<file path="config.mk">
export PLATFORM = sky130hd
export DESIGN_NAME = freq_div_prog
export DESIGN_NICKNAME = d
export VERILOG_FILES = /design/src/rtl/freq_div_pkg.sv /design/src/rtl/freq_div_chan.sv /design/src/rtl/freq_div_prog.sv
export SDC_FILE = /design/constraint.sdc
export NUM_CORES = 1
export LEC_CHECK = 0
export CAP_MARGIN = 5
export CORE_MARGIN = 3
export CORE_UTILIZATION = 60
export CTS_CLUSTER_DIAMETER = 80
export DETAILED_ROUTE_END_ITERATION = 10
export GPL_TIMING_DRIVEN = 1
export MAX_ROUTING_LAYER = met4
export PLACE_DENSITY_LB_ADDON = 0.08
export SLEW_MARGIN = 20
export SYNTH_ARGS = -nofsm -noshare
export SYNTH_HDL_FRONTEND = slang
export SYNTH_SLANG_ARGS = --single-unit
</file>
<file path="constraint.sdc">
create_clock -name clk -period 10.15 [get_ports clk]
set_input_delay 2.03 -clock clk [delete_from_list [all_inputs] [get_ports clk]]
set_output_delay 2.03 -clock clk [all_outputs]
set_load 0.02 [all_outputs]
</file>
<file path="src/rtl/freq_div_pkg.sv">
// Shared definitions for the programmable clock divider.
// Holds the default divisor width, the smallest legal divisor, the
// channel state type and the divisor clamp helper.
package freq_div_pkg;

  localparam int DIV_W_DEF = 8;
  localparam int MIN_DIV   = 2;

  typedef enum logic {
    IDLE = 1'b0,
    RUN  = 1'b1
  } chan_state_e;

  // Maps a captured divisor onto a legal value: 0 stays 0 (stop request),
  // 1 becomes MIN_DIV, anything else passes unchanged.
  function automatic logic [31:0] clamp_div(input logic [31:0] val);
    logic [31:0] res;
    if (val == 32'd1) begin
      res = 32'(MIN_DIV);
    end else begin
      res = val;
    end
    return res;
  endfunction

endpackage

</file>
<file path="src/rtl/freq_div_chan.sv">
// One channel of the programmable clock divider.
// Produces a 50% duty divided clock for even and odd divisors, a one-cycle
// tick at the start of every output period and a pending-divisor flag.
// Ports:
//   clk, rst   - system clock, asynchronous active-high reset
//   en         - run enable
//   div_val    - divisor value, captured when div_load is high
//   div_load   - one-cycle capture strobe
//   clk_out    - divided clock
//   tick       - first-cycle-of-period pulse
//   div_pend   - a captured divisor is waiting to be applied
module freq_div_chan
  import freq_div_pkg::*;
#(
  parameter int DIV_W   = DIV_W_DEF,
  parameter int DEF_DIV = MIN_DIV
) (
  input  logic             clk,
  input  logic             rst,
  input  logic             en,
  input  logic [DIV_W-1:0] div_val,
  input  logic             div_load,
  output logic             clk_out,
  output logic             tick,
  output logic             div_pend
);

  localparam logic [DIV_W-1:0] DEF_D = DIV_W'(DEF_DIV);
  localparam logic [DIV_W-1:0] ONE_D = DIV_W'(1);

  chan_state_e      state_r;
  chan_state_e      state_s;
  logic [DIV_W-1:0] cnt_r;
  logic [DIV_W-1:0] cnt_s;
  logic [DIV_W-1:0] cnt_inc_s;
  logic [DIV_W-1:0] d_r;
  logic [DIV_W-1:0] d_s;
  logic [DIV_W-1:0] d_eff_s;
  logic [DIV_W-1:0] half_s;
  logic [DIV_W-1:0] pend_r;
  logic             pend_vld_r;
  logic             p_r;
  logic             p_s;
  logic             n_r;
  logic             tick_r;
  logic             tick_s;
  logic             apply_s;
  logic             wrap_s;

  // Derived values: divisor that would be in force if the pending one were
  // applied now, half period (rounded up for odd divisors) and wrap detect.
  always_comb begin
    if (pend_vld_r) begin
      d_eff_s = pend_r;
    end else begin
      d_eff_s = d_r;
    end
    half_s    = (d_r >> 1) + {{(DIV_W-1){1'b0}}, d_r[0]};
    cnt_inc_s = cnt_r + ONE_D;
    wrap_s    = (cnt_r == (d_r - ONE_D));
  end

  // Next-state logic for the channel FSM, counter, phase and divisor.
  always_comb begin
    state_s = state_r;
    cnt_s   = cnt_r;
    p_s     = p_r;
    d_s     = d_r;
    tick_s  = 1'b0;
    apply_s = 1'b0;
    case (state_r)
      IDLE: begin
        // A pending divisor is taken on every idle edge, enabled or not.
        apply_s = pend_vld_r;
        d_s     = d_eff_s;
        cnt_s   = '0;
        if (en && (d_eff_s != '0)) begin
          state_s = RUN;
          p_s     = 1'b1;
          tick_s  = 1'b1;
        end else begin
          state_s = IDLE;
          p_s     = 1'b0;
        end
      end
      RUN: begin
        if (!en) begin
          state_s = IDLE;
          cnt_s   = '0;
          p_s     = 1'b0;
          apply_s = pend_vld_r;
          d_s     = d_eff_s;
        end else if (wrap_s) begin
          // Period boundary: the new divisor only ever takes effect here.
          cnt_s   = '0;
          apply_s = pend_vld_r;
          d_s     = d_eff_s;
          if (d_eff_s == '0) begin
            state_s = IDLE;
            p_s     = 1'b0;
          end else begin
            state_s = RUN;
            p_s     = 1'b1;
            tick_s  = 1'b1;
          end
        end else begin
          cnt_s = cnt_inc_s;
          p_s   = (cnt_inc_s < half_s);
        end
      end
      default: begin
        state_s = IDLE;
        cnt_s   = '0;
        p_s     = 1'b0;
        d_s     = DEF_D;
      end
    endcase
  end

  // Posedge state registers: FSM, counter, phase, active divisor, tick.
  always_ff @(posedge clk or posedge rst) begin
    if (rst) begin
      state_r <= IDLE;
      cnt_r   <= '0;
      p_r     <= 1'b0;
      d_r     <= DEF_D;
      tick_r  <= 1'b0;
    end else begin
      state_r <= state_s;
      cnt_r   <= cnt_s;
      p_r     <= p_s;
      d_r     <= d_s;
      tick_r  <= tick_s;
    end
  end

  // Pending divisor capture; a load on the apply edge keeps the flag set.
  always_ff @(posedge clk or posedge rst) begin
    if (rst) begin
      pend_r     <= '0;
      pend_vld_r <= 1'b0;
    end else if (div_load) begin
      pend_r     <= DIV_W'(clamp_div(32'(div_val)));
      pend_vld_r <= 1'b1;
    end else if (apply_s) begin
      pend_vld_r <= 1'b0;
    end else begin
      pend_vld_r <= pend_vld_r;
    end
  end

  // Half-cycle delayed copy of the phase, used to trim odd high times.
  always_ff @(negedge clk or posedge rst) begin
    if (rst) begin
      n_r <= 1'b0;
    end else begin
      n_r <= p_r;
    end
  end

  // Odd divisors AND the two phase flops so the high time is D/2 cycles.
  // Only one of the two flops changes at any instant, so the AND cannot
  // glitch; the output depends on flops only.
  assign clk_out  = d_r[0] ? (p_r & n_r) : p_r;
  assign tick     = tick_r;
  assign div_pend = pend_vld_r;

endmodule

</file>
<file path="src/rtl/freq_div_prog.sv">
// Multi-channel runtime-programmable clock divider.
// Each channel is an independent freq_div_chan with its own divisor.
// Ports:
//   clk, rst   - system clock, asynchronous active-high reset
//   en         - per-channel run enable
//   div_val    - packed divisors, channel i at [i*DIV_W +: DIV_W]
//   div_load   - per-channel divisor capture strobe
//   clk_out    - per-channel divided clock
//   tick       - per-channel period-start pulse
//   div_pend   - per-channel pending-divisor flag
module freq_div_prog
  import freq_div_pkg::*;
#(
  parameter int CHANNELS = 4,
  parameter int DIV_W    = DIV_W_DEF,
  parameter int DEF_DIV  = MIN_DIV
) (
  input  logic                      clk,
  input  logic                      rst,
  input  logic [CHANNELS-1:0]       en,
  input  logic [CHANNELS*DIV_W-1:0] div_val,
  input  logic [CHANNELS-1:0]       div_load,
  output logic [CHANNELS-1:0]       clk_out,
  output logic [CHANNELS-1:0]       tick,
  output logic [CHANNELS-1:0]       div_pend
);

  for (genvar i = 0; i < CHANNELS; i++) begin : g_chan
    freq_div_chan #(
      .DIV_W   (DIV_W),
      .DEF_DIV (DEF_DIV)
    ) u_chan (
      .clk      (clk),
      .rst      (rst),
      .en       (en[i]),
      .div_val  (div_val[i*DIV_W +: DIV_W]),
      .div_load (div_load[i]),
      .clk_out  (clk_out[i]),
      .tick     (tick[i]),
      .div_pend (div_pend[i])
    );
  end

endmodule
</file>
Word-level counts from Yosys, hierarchy flattened
Index checks and enable logic that the tools add are counted.
Cells by class
  $add $sub $neg: 12
  magnitude comparators: 4
  eq/ne operators: 12
  muxes and demuxes: 100
  bitwise gates (word level): 8
  reductions and logical operators: 16
Operators by type and width (count)
  8-bit 2-to-1 mux: 24
  8-bit case mux with 2 select lines: 8
  1-bit 2-to-1 mux: 52
  7-bit by 1-bit adder with 8-bit output: 4
  8-bit by 1-bit adder with 8-bit output (second input constant): 4
  8-bit by 1-bit equality test with 1-bit output (second input constant): 4
  8-bit equality test: 4
  8-bit logical NOT: 4
  8-bit < comparator: 4
  1-bit case mux with 2 select lines: 16
  8-bit nonzero test: 4
  8-bit by 1-bit subtractor with 8-bit output (second input constant): 4
  3-bit inequality test (second input constant): 4
  2-bit nonzero test: 4
  1-bit AND: 4
  1-bit logical AND: 4
  1-bit NOT: 4
Word-level totals
  register bits: 116
  input port bits: 42
  output and inout bits: 12
  word-level logic and storage cells: 184

Logic depth before layout (Yosys ltp)
Gate-level depths: netlist of the first run.
  word-level depth: 7
  mapped depth: 11
  mapped depth without buffers: 11

Cells and area by module
From an unflattened synthesis of the first run, not the netlist that was laid out.
Unflattened totals
  cells, all modules: 662
  area total of the unflattened synthesis: 7104.3 um^2
By module, submodules not included
  freq_div_chan (g_chan[3].u_chan): times used 1, cells an instance 167, area an instance 1820.5 um^2, seq. area each 726.9 um^2
  freq_div_chan (g_chan[2].u_chan): times used 1, cells an instance 170, area an instance 1789.2 um^2, seq. area each 726.9 um^2
  freq_div_chan (g_chan[1].u_chan): times used 1, cells an instance 161, area an instance 1757.9 um^2, seq. area each 726.9 um^2
  freq_div_chan (g_chan[0].u_chan): times used 1, cells an instance 164, area an instance 1736.7 um^2, seq. area each 726.9 um^2

==> results of run 1 <==
[worst max-delay path by stage]
stage,start,end,slack [ns],cells past startpoint
floorplan,rst,g_chan[0].u_chan.n_r,0.12,1
global placement,g_chan[2].u_chan.n_r,clk_out[2],1.93,2
detailed placement,g_chan[2].u_chan.n_r,clk_out[2],1.92,2
CTS,g_chan[2].u_chan.n_r,clk_out[2],1.51,2
global route,g_chan[2].u_chan.n_r,clk_out[2],1.47,2
finish,g_chan[2].u_chan.n_r,clk_out[2],1.54,2
[placed cells by master, fill, tap and decap left out, drive strengths merged, types with 14 or more instances in the layout]
| cell type | instances |
|---|---|
| a21oi | 14 |
| nor3 | 14 |
| nand3 | 49 |
| nor2 | 37 |
| ha | 44 |
| clkdlybuf4s50 | 53 |
| dfrtp | 108 |
| clkbuf | 27 |
| and3 | 23 |
| xor2 | 39 |
| xnor2 | 45 |
| nand2 | 52 |
| mux2 | 46 |
| inv | 25 |
[per-stage QoR]
| step | cells | util (%) | power [mW] | setup WS (ns) |
|---|---|---|---|---|
| after global routing | 889 | 70.7 | 1.57 | 1.47 |
| after global placement | 857 | 65.8 | 0.913 | 1.93 |
| final | 889 | 70.7 | 1.49 | 1.54 |
| after CTS | 889 | 70.7 | 1.50 | 1.51 |
| after detailed placement | 857 | 65.8 | 0.930 | 1.92 |
| after floorplan | 706 | - | 0.844 | 0.117 |
[routing by layer]
layer	wire length [um]	GRT usage (%)
met1	6450	30.4
met2	7070	38.7
met3	619	6.79
met4	231	8.37
met5	0	-
[power groups by stage]
| stage | clock network [mW] | logic [mW] | registers, mW |
|---|---|---|---|
| final | 0.563 | 0.325 | 0.602 |
| after global routing | 0.595 | 0.363 | 0.612 |
| after CTS | 0.571 | 0.327 | 0.600 |
| after detailed placement | 0 | 0.323 | 0.607 |
| after global placement | 0 | 0.309 | 0.604 |
| after floorplan | 0 | 0.285 | 0.560 |
[worst max-delay path, stage by stage (launching register included)]
cell and delay [ns]:
dfrtn_1 0.38, o21a_1 0.13, clkdlybuf4s50_1 0.60
[kinds of logic (layout without fill, tap and decap cells)]
| logic type | count (synthesis) | in the layout | share of synthesized area [%] |
|---|---|---|---|
| compound gates | 90 | 90 | 9.04 |
| flops | 116 | 116 | 40.9 |
| simple gates | 249 | 249 | 18.7 |
| mux | 51 | 51 | 8.37 |
| buf+inv | 72 | 112 | 4.83 |
| fa+ha+maj | 44 | 44 | 7.75 |
| xor+xnor | 84 | 84 | 10.4 |
[sequential cells by signal (all words and copies together) (netlist names)]
register / count
g_chan.u_chan.cnt_r: 32
g_chan.u_chan.d_r: 32
g_chan.u_chan.div_pend: 4
g_chan.u_chan.n_r: 4
g_chan.u_chan.p_r: 4
g_chan.u_chan.pend_r: 32
g_chan.u_chan.state_r: 4
g_chan.u_chan.tick: 4
[cell type report]
cell class / instances / share of cell area [%]
Clock buffer: 27 / 6.30
Multi-Input combinational cell: 518 / 47.3
Timing Repair Buffer: 55 / 6.70
Clock inverter: 5 / 0.614
Inverter: 25 / 1.18
Sequential cell: 116 / 35.7
Tap cell: 143 / 2.20
==> results.md, run 1 <==
- Run status: complete, no violations
- Worst-path maximum fanout: 1
- Hold path startpoint: g_chan[1].u_chan.pend_r[4]
- I/O pins: 54
- H-Tree Depth: 4
- CTS Hold Bufs: 0
- Initial drt markers: 308
- Cell with the most instances after synthesis: dfrtp_1
- Synth Warn #: 0
- Initial Utilization: between 60% and 70%
- Mapped Nets: a little under 800
- Antenna Violating Nets Remaining: 0
- RR Endpoint: g_chan[3].u_chan.n_r
- DP Wirelength: 10.5 mm
- Hold EP: g_chan[1].u_chan.d_r[4]
- Final hold slack: 0.515 ns
- Vias per cell: 5.87
- Switch share: approximately 30%
- Die width: 115 um
- RSZ-0062 raised after global routing: false
- Number of antenna violations at the first check in global routing: 0
- Final hold violation count: 0
- Clock network power share: 37.8%
- Port Buf Inserts: between 50 and 60
- Sequential-to-total area share from yosys stat: between 40% and 50%
- Sequential Area: roughly 2900 sq um
- Flop pwr share: about two fifths
- Slew headroom: 39.1%
- Synth area leader: dfrtp_1
- Final Wtd Congestion: 0.897
- Maximum vdd ir drop: approximately 0.12 mV
- Lkg Pwr: approximately 3.6 nW
- PD cells: about 180 nW/um^2
- CP Launch Type: register
- CTS Sinks: 116
- Synth top area cells: dfrtp_1, ha_1, xnor2_1
- Worst-Skew Late Latency: 0.42 ns
- Average wire per standard cell: 16.2 um
- Layout cells sized above 1: 11.1%
- Ys async rst share: 100%
- Clock-pin transition on the worst setup and hold timing paths: 0.05 ns
- Residual DRC: 0
- First-pass DRT Iterations: 6
- Mapped cell area: ~7100 sq um
- Combinational Power Share: a little over a fifth
- Core Rows: 39
- First-pass GRT wire length: 24.7 mm
- Core ar.: 11,500 sq um
- P_int: around 1.0 mW
- P&R area growth vs syn: 14.7%
- Worst Reg2Reg Path Length in Cells: 0
- Crit end category: primary output
- CTS Buf Count: 17
- Total of cells resized after clock tree synthesis: 0
- Setup tns final: 0 ns
- EDFF count, synth: 0
- Antenna diodes: 0
- Fillcell total: between 800 and 900
- Reg2reg start: g_chan[3].u_chan.p_r
- Mapped Cells: between 700 and 800
- Largest net degree at the start of global routing: 64
- CTS tree: yes
- Post-CTS Repair Setup Buffers: 0
- Syn Area/Cell: 10.1 sq um
- Overall global routing resource usage: approximately a quarter
- MaxCap Viol Count: 0
- Post-route design area: roughly 8100 sq um
- Reg2reg setup slack: around 4.5 ns
- Total routed wirelength: ~14 mm
- Die area: between 10,000 and 15,000 sq um
- Max Slew Vio Count: 0
- Hold path depth: 1
- GRT overflow: 0
- Synth unique cells: between 60 and 70
- Tightest Hold Check Type: reg2reg
- Setup Skew: around 0.023 ns
- Post-synth top flop: dfrtp_1
- Die Y: 115 um
- Buffer depth of the longest clock path: 2
- Setup violators final: 0
- Multi-input gate area: 3850 sq um
- Final #Nets: between 800 and 900
- Via Count: roughly 5,200
- Placed Area: approximately 7600 sq um
- Root Driver: clkbuf_16
- CP arrival: 6.58 ns
- Required time worst endpoint: just over 8 ns
- Share of the synthesized area in the top cell type: approximately two fifths
- WS Path Type: reg2out
- Vias in the first global route: between 5,000 and 6,000
- Post-synthesis sequential element count: 116
- Slew @ Worst Pin: between 0.9 and 1 ns
- Commonest cells post-synth: dfrtp_1, nand2_1, nand3_1, xnor2_1, ha_1
- Sw power: roughly 440 uW
Power figures use the tool's default switching activity.
==> inputs of run 2 (changes only) <==
- CORE_UTILIZATION: 60 -> 59
- clock period: 10.15 -> 8.81 ns (I/O delays scaled with it)
==> run 2 against run 1 <==
Against the previous run: cell area is 0.51% higher; die area is 1.6% higher; largest cell class unchanged; combinational power is 15% higher; clock-buffer cell count decreased by 4; sequential cell count did not move; cell count grew 0.11%; critical path type unchanged; register-to-register slack lost 0.66 ns; via count down 0.19%; hold slack improved by 0.0050 ns.
==> results.md, run 2 (synthesis gave the netlist of run 1 again) <==
- CP Launch Type: register (unchanged)
- Die Y: 116 um (was 115 um)
- Core ar.: 11,600 sq um (was 11,500 sq um)
- Lkg Pwr: 3.62 nW (about the same)
- WL met3: 571 um (was 619 um)
- PD cells: 215 nW/um^2 (was 183 nW/um^2)
- I/O pins: 54 (unchanged)
- DP Worst Slack: 1.53 ns (was 1.92 ns)
- Clock-pin transition on the worst setup and hold timing paths: 0.05 ns (about the same)
- Initial drt markers: 280 (was 308)
- Vias in the first global route: 5,465 (was 5,235)
- Final Instance Count excl. Fillers: 890 (was 889)
- Post-CTS Repair Setup Buffers: 0 (unchanged)
- Average wire per standard cell: 16.4 um (was 16.2 um)
- Final #Nets: 820 (was 819)
- Metal-1 WL: 6.57 mm (was 6.45 mm)
- Via Count: 5,211 (was 5,221)
- Run status: complete, no violations (unchanged)
- Initial Utilization: 61.2% (was 61.7%)
- Clock network power share: 39.4% (was 37.8%)
- Max Used Layer: met4 (unchanged)
- Switch share: 29.4% (was 29.6%)
- Antenna diodes: 0 (unchanged)
- Tightest Hold Check Type: reg2reg (unchanged)
- Die width: 116 um (was 115 um)
- Total placed cells including tap cells: 858 (was 857)
- Die area: 13,400 sq um (was 13,200 sq um)
- P&R area growth vs syn: 15.2% (was 14.7%)
- Final Core Density: 70.5% (was 70.7%)
- H-Tree Depth: 4 (unchanged)
- Slew headroom: 39.0% (was 39.1%)
- CTS Buf Count: 17 (unchanged)
- Sw power: 518 uW (was 441 uW)
- Maximum vdd ir drop: 0.176 mV (was 0.121 mV)
- Post-route worst setup slack: 1.13 ns (was 1.54 ns)
- P_int: 1.24 mW (was 1.05 mW)
- Setup Skew: 0.0265 ns (was 0.0232 ns)
- CTS Sinks: 116 (unchanged)
- Setup tns final: 0 ns (unchanged)
- Total of cells resized after clock tree synthesis: 0 (unchanged)
- Antenna Violating Nets Remaining: 0 (unchanged)
- Layout cells sized above 1: 11.4% (was 11.1%)
- Number of antenna violations at the first check in global routing: 0 (unchanged)
- Commonest cells after routing, fill and taps aside: dfrtp_1, clkdlybuf4s50_1, nand2_1 (unchanged)
- Buffer depth of the longest clock path: 2 (unchanged)
- Overall global routing resource usage: 24.6% (was 24.4%)
- MaxCap Viol Count: 0 (unchanged)
- Required time worst endpoint: 7.05 ns (was 8.12 ns)
- Most common cell after layout, fill and taps aside: dfrtp_1 (unchanged)
- Worst-Skew Late Latency: 0.42 ns (about the same)
- CP arrival: 5.92 ns (was 6.58 ns)
- Overall power: 1.76 mW (was 1.49 mW)
- RSZ-0062 raised after global routing: false (unchanged)
- GRT overflow: 0 (unchanged)
- CTS tree: yes (unchanged)
- DP Wirelength: 10.5 mm (about the same)
- Final hold violation count: 0 (unchanged)
- Vias per cell: 5.86 (was 5.87)
- Core Rows: 39 (unchanged)
- Port Buf Inserts: 53 (unchanged)
- Final Wtd Congestion: 0.861 (was 0.897)
- Max Slew Vio Count: 0 (unchanged)
- First-pass GRT wire length: 25.4 mm (was 24.7 mm)
- CTS Hold Bufs: 0 (unchanged)
- Total routed wirelength: 14.6 mm (was 14.4 mm)
- Fillcell total: 877 (was 864)
- Largest net degree at the start of global routing: 74 (was 64)
- Setup violators final: 0 (unchanged)
- Residual DRC: 0 (unchanged)
- Met2 wire len: 7.20 mm (was 7.07 mm)
- WS Path Type: reg2out (unchanged)
- Flop pwr share: 39.3% (was 40.4%)
- Top Registers: g_chan.u_chan.cnt_r (32), g_chan.u_chan.d_r (32), g_chan.u_chan.pend_r (32) (unchanged)
- Slew @ Worst Pin: 0.915 ns (was 0.907 ns)
- First-pass DRT Iterations: 4 (was 6)
- Combinational Power Share: 21.2% (was 21.8%)
- Crit end category: primary output (unchanged)
- Worst-path maximum fanout: 1 (unchanged)
- Root Driver: clkbuf_16 (unchanged)
run 2: worst paths after layout:
| path | cells after the start | to | slack, ns | from |
|---|---|---|---|---|
| worst max-delay path | 2 | clk_out[3] | 1.13 | g_chan[3].u_chan.n_r |
| worst min-delay path | 1 | g_chan[1].u_chan.d_r[6] | 0.52 | g_chan[1].u_chan.pend_r[6] |
| worst max register to register | 0 | g_chan[3].u_chan.n_r | 3.85 | g_chan[3].u_chan.p_r |
| worst min register to register | 1 | g_chan[1].u_chan.d_r[6] | 0.52 | g_chan[1].u_chan.pend_r[6] |
| max in group asynchronous | 2 | g_chan[2].u_chan.n_r | 2.53 | rst |
| min in group asynchronous | 2 | g_chan[0].u_chan.p_r | 1.69 | rst |
run 2: per-stage QoR:
step / cell area (sq um) / hold slack (ns)
2_1_floorplan: 7110 / 0.477
3_3_place_gp: 7590 / 0.502
3_5_place_dp: 7590 / 0.513
4_1_cts: 8190 / 0.522
5_1_grt: 8190 / 0.544
6_report: 8190 / 0.520
run 2: routing by layer:
metal	global-route usage [%]	vias to the layer above
met5	-	-
met1	30.1	2526
met3	6.63	23
li1	-	2561
met2	40.2	101
met4	7.73	0
run 2: final cells by class:
type | count | area [sq um] | share of cell area, %
Clock buffer | 23 | 468 | 5.72
Clock inverter | 9 | 128 | 1.56
Inverter | 25 | 97.6 | 1.19
Multi-Input combinational cell | 518 | 3850 | 47.1
Sequential cell | 116 | 2910 | 35.5
Tap cell | 143 | 179 | 2.19
Timing Repair Buffer | 56 | 553 | 6.76
run 2: power by group through the flow:
stage	combinational (mW)	clock (mW)	sequential, mW
after floorplan	0.328	0	0.645
after global placement	0.357	0	0.695
after detailed placement	0.369	0	0.700
after CTS	0.376	0.704	0.692
after global routing	0.422	0.735	0.704
final	0.374	0.694	0.692
run 2: critical path, cell delays in order, from the launching register on:
cell and delay (ns):
dfrtn_1 0.39, o21a_1 0.13, clkdlybuf4s50_1 0.61
